$ cat src/rtl/apb_arbiter.sv
// Two-requester APB master: round-robin grant, SETUP/ACCESS sequencing,
// per-port done/rdata/err return and a watchdog that ends a stalled ACCESS.
module apb_arbiter #(
  parameter int unsigned ADDR_WIDTH     = 32,
  parameter int unsigned DATA_WIDTH     = 32,
  parameter int unsigned TIMEOUT_CYCLES = 255
) (
  input  logic                  APB_PCLK,
  input  logic                  APB_PRESET,
  input  logic                  m0_req,
  input  logic [ADDR_WIDTH-1:0] m0_addr,
  input  logic [DATA_WIDTH-1:0] m0_wdata,
  input  logic                  m0_write,
  input  logic [3:0]            m0_strb,
  output logic                  m0_done,
  output logic [DATA_WIDTH-1:0] m0_rdata,
  output logic                  m0_err,
  input  logic                  m1_req,
  input  logic [ADDR_WIDTH-1:0] m1_addr,
  input  logic [DATA_WIDTH-1:0] m1_wdata,
  input  logic                  m1_write,
  input  logic [3:0]            m1_strb,
  output logic                  m1_done,
  output logic [DATA_WIDTH-1:0] m1_rdata,
  output logic                  m1_err,
  output logic [ADDR_WIDTH-1:0] paddr,
  output logic [DATA_WIDTH-1:0] pdata,
  output logic                  psel,
  output logic                  penable,
  output logic                  pwrite,
  output logic [3:0]            pstb,
  input  logic [DATA_WIDTH-1:0] prdata,
  input  logic                  ready,
  input  logic                  perr
);

  localparam logic [1:0] IDLE   = 2'd0;
  localparam logic [1:0] SETUP  = 2'd1;
  localparam logic [1:0] ACCESS = 2'd2;
  localparam logic [1:0] DONE   = 2'd3;

  localparam int unsigned CNT_WIDTH =
    (TIMEOUT_CYCLES > 255) ? $clog2(TIMEOUT_CYCLES + 1) : 8;
  localparam logic [CNT_WIDTH-1:0] TIMEOUT_VAL = CNT_WIDTH'(TIMEOUT_CYCLES);

  logic [1:0]           state_reg;
  logic                 last_grant_reg;
  logic                 grant_reg;
  logic [CNT_WIDTH-1:0] wait_cnt_reg;

  logic                  win_m1;
  logic                  timeout_hit;
  logic                  finish;
  logic [DATA_WIDTH-1:0] cap_rdata;
  logic                  cap_err;

  always_comb begin
    // On a tie the port that did not win last time takes the bus.
    win_m1      = m1_req & (~m0_req | ~last_grant_reg);
    timeout_hit = (TIMEOUT_CYCLES != 0) && ((wait_cnt_reg + 1'b1) == TIMEOUT_VAL);
    finish      = ready | timeout_hit;
    cap_rdata   = '0;
    cap_err     = 1'b1;
    if (ready) begin
      cap_rdata = pwrite ? '0 : prdata;
      cap_err   = perr;
    end
  end

  always_ff @(posedge APB_PCLK or posedge APB_PRESET) begin
    if (APB_PRESET) begin
      state_reg      <= IDLE;
      last_grant_reg <= 1'b1;
      grant_reg      <= 1'b0;
      wait_cnt_reg   <= '0;
      paddr          <= '0;
      pdata          <= '0;
      psel           <= 1'b0;
      penable        <= 1'b0;
      pwrite         <= 1'b0;
      pstb           <= 4'h0;
      m0_done        <= 1'b0;
      m0_rdata       <= '0;
      m0_err         <= 1'b0;
      m1_done        <= 1'b0;
      m1_rdata       <= '0;
      m1_err         <= 1'b0;
    end else begin
      m0_done <= 1'b0;
      m1_done <= 1'b0;
      case (state_reg)
        IDLE: begin
          if (m0_req | m1_req) begin
            grant_reg      <= win_m1;
            last_grant_reg <= win_m1;
            paddr          <= win_m1 ? m1_addr  : m0_addr;
            pdata          <= win_m1 ? m1_wdata : m0_wdata;
            pwrite         <= win_m1 ? m1_write : m0_write;
            if (win_m1) pstb <= m1_write ? m1_strb : 4'h0;
            else        pstb <= m0_write ? m0_strb : 4'h0;
            psel           <= 1'b1;
            state_reg      <= SETUP;
          end
        end
        SETUP: begin
          penable      <= 1'b1;
          wait_cnt_reg <= '0;
          state_reg    <= ACCESS;
        end
        ACCESS: begin
          if (finish) begin
            psel      <= 1'b0;
            penable   <= 1'b0;
            state_reg <= DONE;
            if (grant_reg) begin
              m1_done  <= 1'b1;
              m1_rdata <= cap_rdata;
              m1_err   <= cap_err;
            end else begin
              m0_done  <= 1'b1;
              m0_rdata <= cap_rdata;
              m0_err   <= cap_err;
            end
          end else begin
            wait_cnt_reg <= wait_cnt_reg + 1'b1;
          end
        end
        DONE:    state_reg <= IDLE;
        default: state_reg <= IDLE;
      endcase
    end
  end

endmodule

$ cat config.mk
export PLATFORM = sky130hd
export DESIGN_NAME = apb_arbiter
export DESIGN_NICKNAME = d
export VERILOG_FILES = /design/src/rtl/apb_arbiter.sv
export SDC_FILE = /design/constraint.sdc
export NUM_CORES = 1
export LEC_CHECK = 0
export CAP_MARGIN = 20
export CORE_ASPECT_RATIO = 0.5
export CORE_MARGIN = 5
export CORE_UTILIZATION = 39
export CTS_CLUSTER_DIAMETER = 150
export DETAILED_ROUTE_END_ITERATION = 8
export GPL_TIMING_DRIVEN = 0
export PLACE_DENSITY = 0.89
export SYNTH_ARGS = -nofsm -noshare
export SYNTH_HDL_FRONTEND = slang
export SYNTH_SLANG_ARGS = --single-unit
$ cat constraint.sdc
create_clock -name APB_PCLK -period 5.05 [get_ports APB_PCLK]
set_clock_uncertainty 0.2 [all_clocks]
set_input_delay 0.505 -clock APB_PCLK [delete_from_list [all_inputs] [get_ports APB_PCLK]]
set_output_delay 0.505 -clock APB_PCLK [all_outputs]
set_load 0.05 [all_outputs]
## Word level (Yosys, flattened, before mapping)

Index checks and enable logic that the tools add are counted.

| cells by class | value |
|---|---|
| mux-type cells | 24 |
| equality and inequality tests | 7 |
| bitwise logic cells | 7 |
| reductions and logical operators | 10 |
| add/subtract/negate cells | 1 |

Operator list:

| kind | number |
|---|---|
| 32-bit 2-to-1 mux | 4 |
| 8-bit one-hot mux with 2 select lines | 1 |
| 4-bit 2-to-1 mux | 3 |
| 1-bit 2-to-1 mux | 10 |
| 3-bit AND reduction | 3 |
| 8-bit by 1-bit adder with 8-bit output (second input constant) | 1 |
| 8-bit equality test (second input constant) | 1 |
| 8-bit 2-to-1 mux | 1 |
| 2-bit one-hot mux with 4 select lines | 1 |
| 2-bit AND reduction | 4 |
| 2-bit inequality test (second input constant) | 3 |
| 2-bit equality test (second input constant) | 2 |
| 2-bit 2-to-1 mux | 2 |
| 1-bit one-hot mux with 2 select lines | 2 |
| 2-bit nonzero test | 2 |
| 1-bit inverter | 3 |
| 1-bit bitwise OR | 3 |
| 2-bit by 1-bit equality test with 1-bit output (second input constant) | 1 |
| 2-bit logical NOT | 1 |
| 1-bit AND | 1 |

| word-level totals | value |
|---|---|
| flip-flop bits (word level) | 151 |

## Logic depth before layout (Yosys ltp)

| logic depth | value |
|---|---|
| word-level depth | 5 |
| mapped depth | 9 |

## Worst setup path after synthesis

OpenSTA, ideal clock, no wires.

| timing path | value |
|---|---|
| path type | reg2reg |
| start | register wait_cnt_reg[0] |
| end | register m0_rdata[24] |
| clock period less this slack | 1.994 ns |
| arrival | 1.668 ns |
| setup slack | 3.056 ns |
| cell stages (with the launch flop) | 10 |
| path through | dfrtp_1 -> inv_1 -> ha_1 -> nand3_1 -> or3_1 -> o31a_4 -> nor2_8 -> buf_12 -> buf_12 -> o21ai_2 |

| on the way | value |
|---|---|
| cells in the longest elaborated chain, start to end | 4 |

Ends and longest elaborated chain:

| item | RTL line | text |
|---|---|---|
| start, declared | 49 | `logic [CNT_WIDTH-1:0] wait_cnt_reg;` |
| start signal, assigned | 125 | `wait_cnt_reg <= wait_cnt_reg + 1'b1;` |
| 8-bit by 1-bit adder with 8-bit output | 60 | `timeout_hit = (TIMEOUT_CYCLES != 0) && ((wait_cnt_reg + 1'b1) == TIMEOUT_VAL);` |
| 8-bit equality test | 60 |  |
| 1-bit bitwise OR | 61 | `finish = ready \| timeout_hit;` |
| 3-bit AND reduction (no source line) | - |  |
| end signal, assigned | 121 | `m0_rdata <= cap_rdata;` |
| end, declared | 16 | `output logic [DATA_WIDTH-1:0] m0_rdata,` |

Every way passes these cells.
A chain may end at the register's enable or synchronous reset.

## Worst setup path in the final report

| timing path | value |
|---|---|
| start | input port m0_req |
| end | register pdata[0] |

| on the way | value |
|---|---|
| cells in the longest elaborated chain, start to end | 4 |
| elaborated cells on any way between the ends | 6 |
| those cells by class | mux: 1; bitwise: 4; reduce/logical: 1 |

Ends and longest elaborated chain:

| item | RTL line | text |
|---|---|---|
| start, declared | 10 | `input logic m0_req,` |
| 1-bit inverter | 59 | `win_m1 = m1_req & (~m0_req \| ~last_grant_reg);` |
| 1-bit bitwise OR | 59 |  |
| 1-bit AND | 59 |  |
| 32-bit 2-to-1 mux | 97 | `pdata <= win_m1 ? m1_wdata : m0_wdata;` |
| end signal, assigned | 97 |  |
| end, declared | 27 | `output logic [DATA_WIDTH-1:0] pdata,` |

Several ways; a longest one is shown, not always the timed one.

==> impl_metrics.ini <==
[outcome]
status = finished, final reports clean

[sta]
finalMaxSlewViolations = 0
maxSlewHeadroom_pct = 41.9
hold_viol = 0
rsz0062_at_grt = no
final.min_clock_period_ps = 2580
period_share_pct = 51.1
fmax_ghz = 0.387
hold_slack_ps = 279
finalWorstSetupSlack_ps = 2470
setup_viol = 0
worst_slew_pin_slew_ps = 862

[synthesis]
ys.warnings.count = 0
yosysTopAreaCellShare_pct = 51.4
ys_types = 36
async_reset_ff_share_pct = 100
netlist_top_cells_count = dfrtp_1, o21ai_0, nand2_1
synth_edf_count = 0
synth.net_count = 884
synth_area_leaders = dfrtp_1, mux2i_1, o21ai_0
yosys.area.top_type = dfrtp_1
synth-seq-cells = 151
synth_area_sq_um = 7300
syn_area_per_cell_sq_um = 10.4
yosysSeqAreaShare_pct = 51.7
synthFlopType = dfrtp_1
syn_inst = 702
post-synth-top-count-cell = dfrtp_1

[critical_path]
reg2reg_depth = 8
crit_slowest_cell = o21ai_0
required_ps = 5170
r2r_end = m1_rdata[27]
path_cells = clkdlybuf4s50_1 > o21ai_0 > buf_2 > buf_2 > buf_2 > nand2_1 > o21ai_0
crit_path_start_kind = primary input
r2r-start = state_reg[0]
critPathTopFamily = buffers and inverters
crit_cells = 7
endpoint = pdata[0]
path_max_fanout = 10
path_buf_inv = 4
crit_path_end_kind = flop
ff2ff_setup_slack_ps = 2510
arrival_ps = 2700
critPathKind = primary input to flop
critPathLaunch = m0_req
crit_top_cell = buf_2
critical_path.max_stage_delay_ps = 710

[run]
max_cap_viol_count = 0

[pwr]
powerDensity_nw_per_um2 = 686
totalPowerFinal_mw = 7.81
p_leak_nw = 4.78
ir_worst_vdd_v = 0.000401

[layout]
n_fill_cell = 1473
diodes = 0
stdcell_area_sq_um = 11400
syn_to_final_growth_pct = 55.9
fin_util_pct = 61.9
sequential_cell_area_sq_um = 3780
multi_input_area_sq_um = 3220
num-nets-final = 1218
layout-drive-gt1-share_pct = 8.58

[clock_tree]
cts_setup_buffers = 0
cts_made_buffers = 17
cts_tree = done
cts.clk_slew.worst_paths_ps = 60
cts_hold_buf = 0
htree_levels = 4
insertion_delay_ps = 410
clock-sinks = 151
clk_path_buf_depth = 2
cts_root_buf = clkbuf_16
cts_resized = 0

[floorplan]
initial_core_util_pct = 39.7
die_area_sq_um = 21700
num_io_pins = 315
rows = 35
core_area_sq_um = 18400
fp.dieW_microns = 204
fp.dieH_microns = 107

[placed_design]
numPortBuffers = 314
gp_congestion = 0.861
preCtsSetupSlack_ps = 1980
place_hpwl_microns = 18900
placedInstanceArea_sq_um = 10800

[route]
drcViolationCount = 0
ant_nets = 0
drt-total-wl_microns = 24400
first_iter_violations = 307
dr.pass1.iters = 5
viasPerCell = 5.29
via_count = 6818
wire_per_inst_microns = 18.9

[global_route]
grt_start_max_net_pins = 98
groute.usage.overall_pct = 22.1
grt_pass1_vias = 7205
grt_overflow = 0
antenna_found_initial = 0
grt_pass1_wl_microns = 38500

[worst_hold_path]
hold_class = flop to flop
hold_depth = 2
metrics by stage:
stage	cells	setup TNS (ps)
after floorplan	702	0
after global placement	1256	-248170
after global routing	1289	0
final	1289	0
after CTS	1289	0
after detailed placement	1257	0
metal layers:
layer  share of wire, %  vias to the layer above  GRT usage (%)
met5                  0                        -              0
met2                 51                      250           38.0
met1                 41                     3337           27.4
li1                   -                     3173              -
met4                3.5                        0           9.04
met3                5.0                       58           4.53
cell families (layout without fill, tap and decap cells):
group / Yosys count / in the layout / synth area share (%)
AO/OA/AOI/OAI: 231 / 231 / 20.5
AND/OR/NAND/NOR: 182 / 182 / 12.5
flip-flops: 151 / 151 / 51.7
multiplexers: 72 / 72 / 9.93
buffers and inverters: 59 / 406 / 4.18
adder cells (fa/ha/maj): 6 / 6 / 1.03
XOR/XNOR: 1 / 1 / 0.120
worst min-delay path by stage:
stage                                from              end  slack (ps)
after floorplan           wait_cnt_reg[7]  wait_cnt_reg[7]         260
after global placement          pdata[28]        pdata[28]         260
after detailed placement        pdata[18]        pdata[18]         270
after CTS                       pdata[18]        pdata[18]         280
after global routing             paddr[9]         paddr[9]         300
final                           pdata[18]        pdata[18]         280
tightest hold or removal path, stage by stage (launching register included):
cell	delay, ps
dfrtp_1	340
nand2_1	50
o21ai_0	60
where the power goes:
| part | internal [mW] | leakage [nW] | switching, mW |
|---|---|---|---|
| registers | 1.73 | 1.70 | 0.396 |
| clock network | 0.754 | 0.302 | 0.574 |
| logic | 1.49 | 2.78 | 2.86 |
| total | 3.98 | 4.78 | 3.83 |
area by class of cell:
cell class,instances,share of cell area (%)
inverter,8,0.308
multi-input combinational,492,28.3
buffer,51,2.42
tap,240,2.64
timing repair buffer,315,27.8
clock inverter,15,1.58
sequential,151,33.2
clock buffer,17,3.74
cells in the final DEF, fill, tap and decap left out, types with 6 or more instances in the layout:
master | synthesis | layout
clkdlybuf4s50_1 | 0 | 314
mux2i_1 | 71 | 71
ha_1 | 6 | 6
buf_2 | 12 | 12
o21ai_2 | 31 | 31
inv_6 | 0 | 8
nand3_1 | 8 | 8
inv_1 | 8 | 7
dfrtp_1 | 150 | 150
nand2_1 | 85 | 85
a21oi_1 | 7 | 7
nand2b_1 | 66 | 66
o21ai_0 | 112 | 112
clkbuf_16 | 0 | 17
clkbuf_1 | 32 | 32
a22oi_1 | 65 | 65
(Power assumes the default switching activity.)
